`src/rtl/edge_frame_sequencer_if.sv`:
```
// edge_frame_sequencer_if: frame control, frame-buffer read and
// sync timing signals between the sequencer and the edge pipeline.
interface edge_frame_sequencer_if #(
    parameter int ADDR_W = 17
);
    logic              i_start;
    logic              i_abort;
    logic              o_busy;
    logic              o_done;
    logic              o_err;
    logic              o_rd_en;
    logic [ADDR_W-1:0] o_rd_addr;
    logic              o_vsync;
    logic              o_hsync;
    logic              o_de;
    logic              i_pipe_de;

    modport master (
        input  i_start, i_abort, i_pipe_de,
        output o_busy, o_done, o_err, o_rd_en, o_rd_addr,
        output o_vsync, o_hsync, o_de
    );

    modport slave (
        output i_start, i_abort, i_pipe_de,
        input  o_busy, o_done, o_err, o_rd_en, o_rd_addr,
        input  o_vsync, o_hsync, o_de
    );
endinterface

```
`src/rtl/edge_frame_sequencer.sv`:
```
// edge_frame_sequencer: raster read-out and sync generation for one
// frame, with tail return counting, drain wait and error reporting.
module edge_frame_sequencer #(
    parameter int IMG_W     = 320,
    parameter int IMG_H     = 240,
    parameter int V_PULSE   = 4,
    parameter int H_PULSE   = 2,
    parameter int H_BACK    = 2,
    parameter int DRAIN_MAX = 1024
) (
    input  logic                   clk,
    input  logic                   rst,
    edge_frame_sequencer_if.master bus
);
    localparam int ADDR_W = $clog2(IMG_W * IMG_H);
    localparam logic [31:0] NPIX = 32'(IMG_W * IMG_H);

    typedef enum logic [2:0] {
        S_IDLE,
        S_VSYNC,
        S_HSYNC,
        S_HBACK,
        S_ACTIVE,
        S_DRAIN
    } state_t;

    state_t      state;
    logic [31:0] cnt;
    logic [31:0] line;
    logic [31:0] ret;
    logic        err_r;
    logic        done_r;
    logic        ret_full;
    logic        ret_last;

    assign ret_full = (ret == NPIX);
    assign ret_last = ret_full || ((ret == NPIX - 32'd1) && bus.i_pipe_de);

    // Frame FSM with state-aligned read strobe/address and return counting.
    always_ff @(posedge clk) begin
        if (rst) begin
            state         <= S_IDLE;
            cnt           <= '0;
            line          <= '0;
            ret           <= '0;
            err_r         <= 1'b0;
            done_r        <= 1'b0;
            bus.o_rd_en   <= 1'b0;
            bus.o_rd_addr <= '0;
        end else begin
            done_r <= 1'b0;
            if (state != S_IDLE && bus.i_pipe_de) begin
                if (ret_full)
                    err_r <= 1'b1;
                else
                    ret <= ret + 32'd1;
            end
            if (bus.i_abort) begin
                state       <= S_IDLE;
                cnt         <= '0;
                bus.o_rd_en <= 1'b0;
            end else begin
                unique case (state)
                    S_IDLE: begin
                        if (bus.i_start) begin
                            state         <= S_VSYNC;
                            cnt           <= '0;
                            line          <= '0;
                            ret           <= '0;
                            err_r         <= 1'b0;
                            bus.o_rd_addr <= '0;
                        end
                    end
                    S_VSYNC: begin
                        if (cnt == 32'(V_PULSE - 1)) begin
                            state <= S_HSYNC;
                            cnt   <= '0;
                        end else begin
                            cnt <= cnt + 32'd1;
                        end
                    end
                    S_HSYNC: begin
                        if (cnt == 32'(H_PULSE - 1)) begin
                            cnt <= '0;
                            if (H_BACK == 0) begin
                                state       <= S_ACTIVE;
                                bus.o_rd_en <= 1'b1;
                            end else begin
                                state <= S_HBACK;
                            end
                        end else begin
                            cnt <= cnt + 32'd1;
                        end
                    end
                    S_HBACK: begin
                        if (cnt == 32'(H_BACK - 1)) begin
                            state       <= S_ACTIVE;
                            cnt         <= '0;
                            bus.o_rd_en <= 1'b1;
                        end else begin
                            cnt <= cnt + 32'd1;
                        end
                    end
                    S_ACTIVE: begin
                        if (cnt == 32'(IMG_W - 1)) begin
                            cnt         <= '0;
                            bus.o_rd_en <= 1'b0;
                            if (line == 32'(IMG_H - 1)) begin
                                state <= S_DRAIN;
                            end else begin
                                state         <= S_HSYNC;
                                line          <= line + 32'd1;
                                bus.o_rd_addr <= bus.o_rd_addr + ADDR_W'(1);
                            end
                        end else begin
                            cnt           <= cnt + 32'd1;
                            bus.o_rd_addr <= bus.o_rd_addr + ADDR_W'(1);
                        end
                    end
                    S_DRAIN: begin
                        if (ret_last) begin
                            state  <= S_IDLE;
                            cnt    <= '0;
                            done_r <= 1'b1;
                        end else if (cnt == 32'(DRAIN_MAX - 1)) begin
                            state  <= S_IDLE;
                            cnt    <= '0;
                            err_r  <= 1'b1;
                            done_r <= 1'b1;
                        end else begin
                            cnt <= cnt + 32'd1;
                        end
                    end
                    default: state <= S_IDLE;
                endcase
            end
        end
    end

    // Status and sync outputs trail the FSM by one cycle to line up with read data.
    always_ff @(posedge clk) begin
        if (rst) begin
            bus.o_busy  <= 1'b0;
            bus.o_done  <= 1'b0;
            bus.o_err   <= 1'b0;
            bus.o_vsync <= 1'b0;
            bus.o_hsync <= 1'b0;
            bus.o_de    <= 1'b0;
        end else if (bus.i_abort) begin
            bus.o_busy  <= 1'b0;
            bus.o_done  <= 1'b0;
            bus.o_err   <= err_r;
            bus.o_vsync <= 1'b0;
            bus.o_hsync <= 1'b0;
            bus.o_de    <= 1'b0;
        end else begin
            bus.o_busy  <= (state != S_IDLE);
            bus.o_done  <= done_r;
            bus.o_err   <= err_r;
            bus.o_vsync <= (state == S_VSYNC);
            bus.o_hsync <= (state == S_HSYNC);
            bus.o_de    <= bus.o_rd_en;
        end
    end
endmodule
```
`src/flat_wrapper.sv`:
```
// flat-port wrapper written by rule: the top's interface ports become plain ports
module edge_frame_sequencer_flat 
#(
    parameter int IMG_W     = 320,
    parameter int IMG_H     = 240,
    parameter int V_PULSE   = 4,
    parameter int H_PULSE   = 2,
    parameter int H_BACK    = 2,
    parameter int DRAIN_MAX = 1024
)
  (clk, rst, bus_i_start, bus_i_abort, bus_i_pipe_de, bus_o_busy, bus_o_done, bus_o_err, bus_o_rd_en, bus_o_rd_addr, bus_o_vsync, bus_o_hsync, bus_o_de);
  edge_frame_sequencer_if bus_i ();
  input  logic clk;
  input  logic rst;
  input wire logic [$bits(bus_i.i_start)-1:0] bus_i_start;
  input wire logic [$bits(bus_i.i_abort)-1:0] bus_i_abort;
  input wire logic [$bits(bus_i.i_pipe_de)-1:0] bus_i_pipe_de;
  output wire logic [$bits(bus_i.o_busy)-1:0] bus_o_busy;
  output wire logic [$bits(bus_i.o_done)-1:0] bus_o_done;
  output wire logic [$bits(bus_i.o_err)-1:0] bus_o_err;
  output wire logic [$bits(bus_i.o_rd_en)-1:0] bus_o_rd_en;
  output wire logic [$bits(bus_i.o_rd_addr)-1:0] bus_o_rd_addr;
  output wire logic [$bits(bus_i.o_vsync)-1:0] bus_o_vsync;
  output wire logic [$bits(bus_i.o_hsync)-1:0] bus_o_hsync;
  output wire logic [$bits(bus_i.o_de)-1:0] bus_o_de;
  assign bus_i.i_start = bus_i_start;
  assign bus_i.i_abort = bus_i_abort;
  assign bus_i.i_pipe_de = bus_i_pipe_de;
  assign bus_o_busy = bus_i.o_busy;
  assign bus_o_done = bus_i.o_done;
  assign bus_o_err = bus_i.o_err;
  assign bus_o_rd_en = bus_i.o_rd_en;
  assign bus_o_rd_addr = bus_i.o_rd_addr;
  assign bus_o_vsync = bus_i.o_vsync;
  assign bus_o_hsync = bus_i.o_hsync;
  assign bus_o_de = bus_i.o_de;
  edge_frame_sequencer #(.IMG_W(IMG_W), .IMG_H(IMG_H), .V_PULSE(V_PULSE), .H_PULSE(H_PULSE), .H_BACK(H_BACK), .DRAIN_MAX(DRAIN_MAX)) u_core (.clk(clk), .rst(rst), .bus(bus_i));
endmodule
```
`config.mk`:
```
export PLATFORM = sky130hd
export DESIGN_NAME = edge_frame_sequencer_flat
export DESIGN_NICKNAME = d
export VERILOG_FILES = /design/src/rtl/edge_frame_sequencer_if.sv /design/src/rtl/edge_frame_sequencer.sv /design/src/flat_wrapper.sv
export SDC_FILE = /design/constraint.sdc
export NUM_CORES = 1
export LEC_CHECK = 0
export ABC_CLOCK_PERIOD_IN_PS = 7370
export CAP_MARGIN = 15
export CORE_MARGIN = 3
export CORE_UTILIZATION = 60
export CTS_CLUSTER_SIZE = 14
export DETAILED_ROUTE_END_ITERATION = 7
export HOLD_SLACK_MARGIN = 0.03
export PLACE_DENSITY_LB_ADDON = 0.3
export SLEW_MARGIN = 30
export SYNTH_ARGS = -nofsm -noshare
export SYNTH_HDL_FRONTEND = slang
export SYNTH_SLANG_ARGS = --single-unit
export TNS_END_PERCENT = 1
```
`constraint.sdc`:
```
create_clock -name clk -period 7.37 [get_ports clk]
set_input_delay 0.737 -clock clk [delete_from_list [all_inputs] [get_ports clk]]
set_output_delay 0.737 -clock clk [all_outputs]
set_load 0.05 [all_outputs]
```
==> results by group <==
Status
  • Outcome: complete, no violations

Layout
  • Cell Count, Final, Fillers Out: 912
  • Commonest non-fill, non-tap cell in the layout: dfxtp_1
  • Most frequent cells in the layout: 125 x dfxtp_1, 86 x nor2_1, 61 x nand2_1, 43 x nand3_1, 43 x a21oi_1
  • Share of layout cells above drive strength 1: 6.42%
  • Fill count: 757
  • ANT cells: 0
  • Nets@finish: 777
  • Area grow syn2layout: 15.6%

STA
  • Fmax: 0.311 GHz
  • Rel. slew slack: 37.0%
  • RSZ-0062 raised after global routing: false
  • TNS Setup: 0 ps
  • Worst slew pin tran: 942 ps
  • Fin. max-slew vios: 0
  • Setup WS post-layout: 4150 ps
  • Final setup vio count: 0
  • Fin crit share: 43.7%
  • Fin. Hold Viols: 0
  • Layout Skew: 8.43 ps
  • Min Clock Period, post-route: 3220 ps

Synth
  • Yosys top cell by area: dfxtp_1
  • Syn_nets: 756
  • Mapped Area: 0.00612 mm²
  • Synth Area per Inst: 8.21 µm²
  • Cells after Synth: 745
  • Synth top area share: 40.9%
  • Ys Warns: 0
  • Post-synthesis sequential area ratio: 40.9%
  • Top cells by area, synth: dfxtp_1 41%, nor2_1 5.3%, xor2_1 4.6%, xnor2_1 4.2%, nand4_1 3.8%
  • #FFs+latches synth: 125
  • Post-synth EDFFs: 0
  • Post-synth ARST share: 0%
  • Post-synth cell types: 50
  • Post-synth top flop: dfxtp_1

Worst setup path
  • Crit path largest cell delay: 610 ps
  • CP Data Arrival Time: 3670 ps
  • Worst Path Required: 7820 ps
  • Critical path type: flip-flop to flip-flop
  • Worst Path Buf+Inv: 1
  • Crit-path leading delay family: simple AND/OR/NAND/NOR gates
  • Maximum fanout along the worst path: 20
  • Startpoint Class: flip-flop
  • Element type at the critical path end: flip-flop
  • Worst path slowest cell: nor4_1
  • Worst-path cell chain: ha_1 -> and2_1 -> nand3_1 -> nor4_1 -> a31oi_2 -> buf_4 -> or4_1 -> a21oi_1

Place
  • Routability cong.: 0.853
  • Final HPWL DP: 9.61 mm
  • Placement Setup Slack: 3740 ps
  • Placed cells: 880
  • Port Buf Inserts: 28

Global routing
  • Tot GR Track Use: 26.3%
  • Largest net degree at the start of global routing: 41
  • First-pass GRT wire length: 24.7 mm
  • Initial antenna violation count: 0
  • Vias in the first global route: 5440
  • Total congestion overflow: 0

Clock network
  • Number of buffers created by CTS: 17
  • Post-CTS setup repair buffer count: 0
  • Hold-fix buffers, CTS: 0
  • CTS root buffer: clkbuf_8
  • CTS tree: yes
  • Worst skew pair latency: 530 ps
  • Clock sink count: 125
  • Worst-path clk slew: 60 ps
  • CTS Buffer Depth: 2
  • Post_cts resized: 0
  • H-tree depth: 4

Detailed routing
  • DRT Pass-1 Iters: 5
  • 1st-iter DRT viols: 379
  • Wire length per cell: 15.9 µm
  • Routed Antenna Nets: 0
  • Residual DRC: 0
  • Drt total wl: 14.5 mm
  • Avg Vias per Cell: 6.20
  • Total number of vias: 5650

Pwr
  • Leakage power: 2.23 nW
  • VDD IR max: 143 µV
  • PwrDens: 216 mW/mm²

Floorplanning
  • Overall die width: 107 µm
  • Die height: 107 µm
  • Die area: 0.0114 mm²
  • Initial core utilization: 62.0%
  • I/O pins: 29
  • Area of the core: 0.00986 mm²
  • Placement Rows: 36

Run
  • Max Cap Viol: 0

Min path
  • Worst hold path class: flip-flop to flip-flop
layer usage:
layer | up-vias | part of all wire, % | wire length, µm | GRT usage, %
met4 | 0 | 1.3 | 194 | 9.22
met1 | 2688 | 44 | 6430 | 32.1
met5 | - | 0 | 0 | 0
met2 | 152 | 50 | 7180 | 45.3
li1 | 2786 | - | - | -
met3 | 24 | 4.7 | 681 | 6.14
final timing paths:
path | from | end | slack (ps) | cells past startpoint
max reg2reg | u_core.cnt[1]$_SDFFE_PP0P_ | u_core.line[28]$_SDFFE_PP0P_ | 4150 | 8
min | u_core.done_r$_SDFF_PP0_ | u_core.bus.o_done$_SDFF_PP0_ | 440 | 1
min reg2reg | u_core.done_r$_SDFF_PP0_ | u_core.bus.o_done$_SDFF_PP0_ | 440 | 1
max | u_core.cnt[1]$_SDFFE_PP0P_ | u_core.line[28]$_SDFFE_PP0P_ | 4150 | 8
through the flow:
stage / hold slack, ps / utilization (%) / total power [mW] / cell area [µm²]
global route: 498 / 71.7 / 1.57 / 7070
detailed placement: 434 / 65.9 / 0.741 / 6500
floorplan: 406 / - / 0.727 / 6120
global placement: 437 / 65.8 / 0.739 / 6490
finish: 435 / 71.7 / 1.52 / 7070
CTS: 445 / 71.7 / 1.53 / 7070
cells in the mapped netlist (22+ instances only):
library cell,instances
xnor2_1,29
nand3_1,43
nor4_1,29
or3_1,26
nor2_1,87
o21ai_0,27
xor2_1,32
dfxtp_1,125
a21oi_1,43
nand2_1,61
nand4_1,37
clkbuf_1,22
sequential cells by signal, indices dropped and copies added (netlist names):
signal and flops:
u_core.bus.o_busy 1, u_core.bus.o_rd_en 1, u_core.bus.o_de 1, u_core.err_r 1, u_core.bus.o_hsync 1, u_core.state 3
u_core.ret 32, u_core.done_r 1, u_core.bus.o_done 1, u_core.line 32, u_core.cnt 32, u_core.bus.o_err 1
u_core.bus.o_rd_addr 17, u_core.bus.o_vsync 1
layout make-up:
cell class / count / area, µm² / area share, %
Clock buffer: 20 / 445 / 6.30
Multi-Input combinational cell: 572 / 3450 / 48.8
Sequential cell: 125 / 2500 / 35.4
Clock inverter: 12 / 120 / 1.70
Inverter: 17 / 63.8 / 0.902
Timing Repair Buffer: 33 / 325 / 4.60
Tap cell: 133 / 166 / 2.35
logic make-up after synthesis:
group                    count (synthesis)  synth area share, %
flip-flops                             125                 40.9
adder cells (fa/ha/maj)                  6                 1.23
XOR/XNOR                                61                 8.73
AO/OA/AOI/OAI                          119                 12.2
multiplexers                             4                0.654
AND/OR/NAND/NOR                        382                 33.1
buffers and inverters                   48                 3.15
worst reg2reg max path, cell delays in order (launching register included):
cell and delay (ps):
dfxtp_1 460, ha_1 280, and2_1 190, nand3_1 170, nor4_1 610, a31oi_2 450, buf_4 330, or4_1 480
a21oi_1 170
report_power, final:
part | internal, mW | switching [mW]
clock network | 0.494 | 0.303
registers | 0.678 | 0.00322
logic | 0.0128 | 0.0340
total | 1.18 | 0.340
Power figures use the tool's default switching activity.
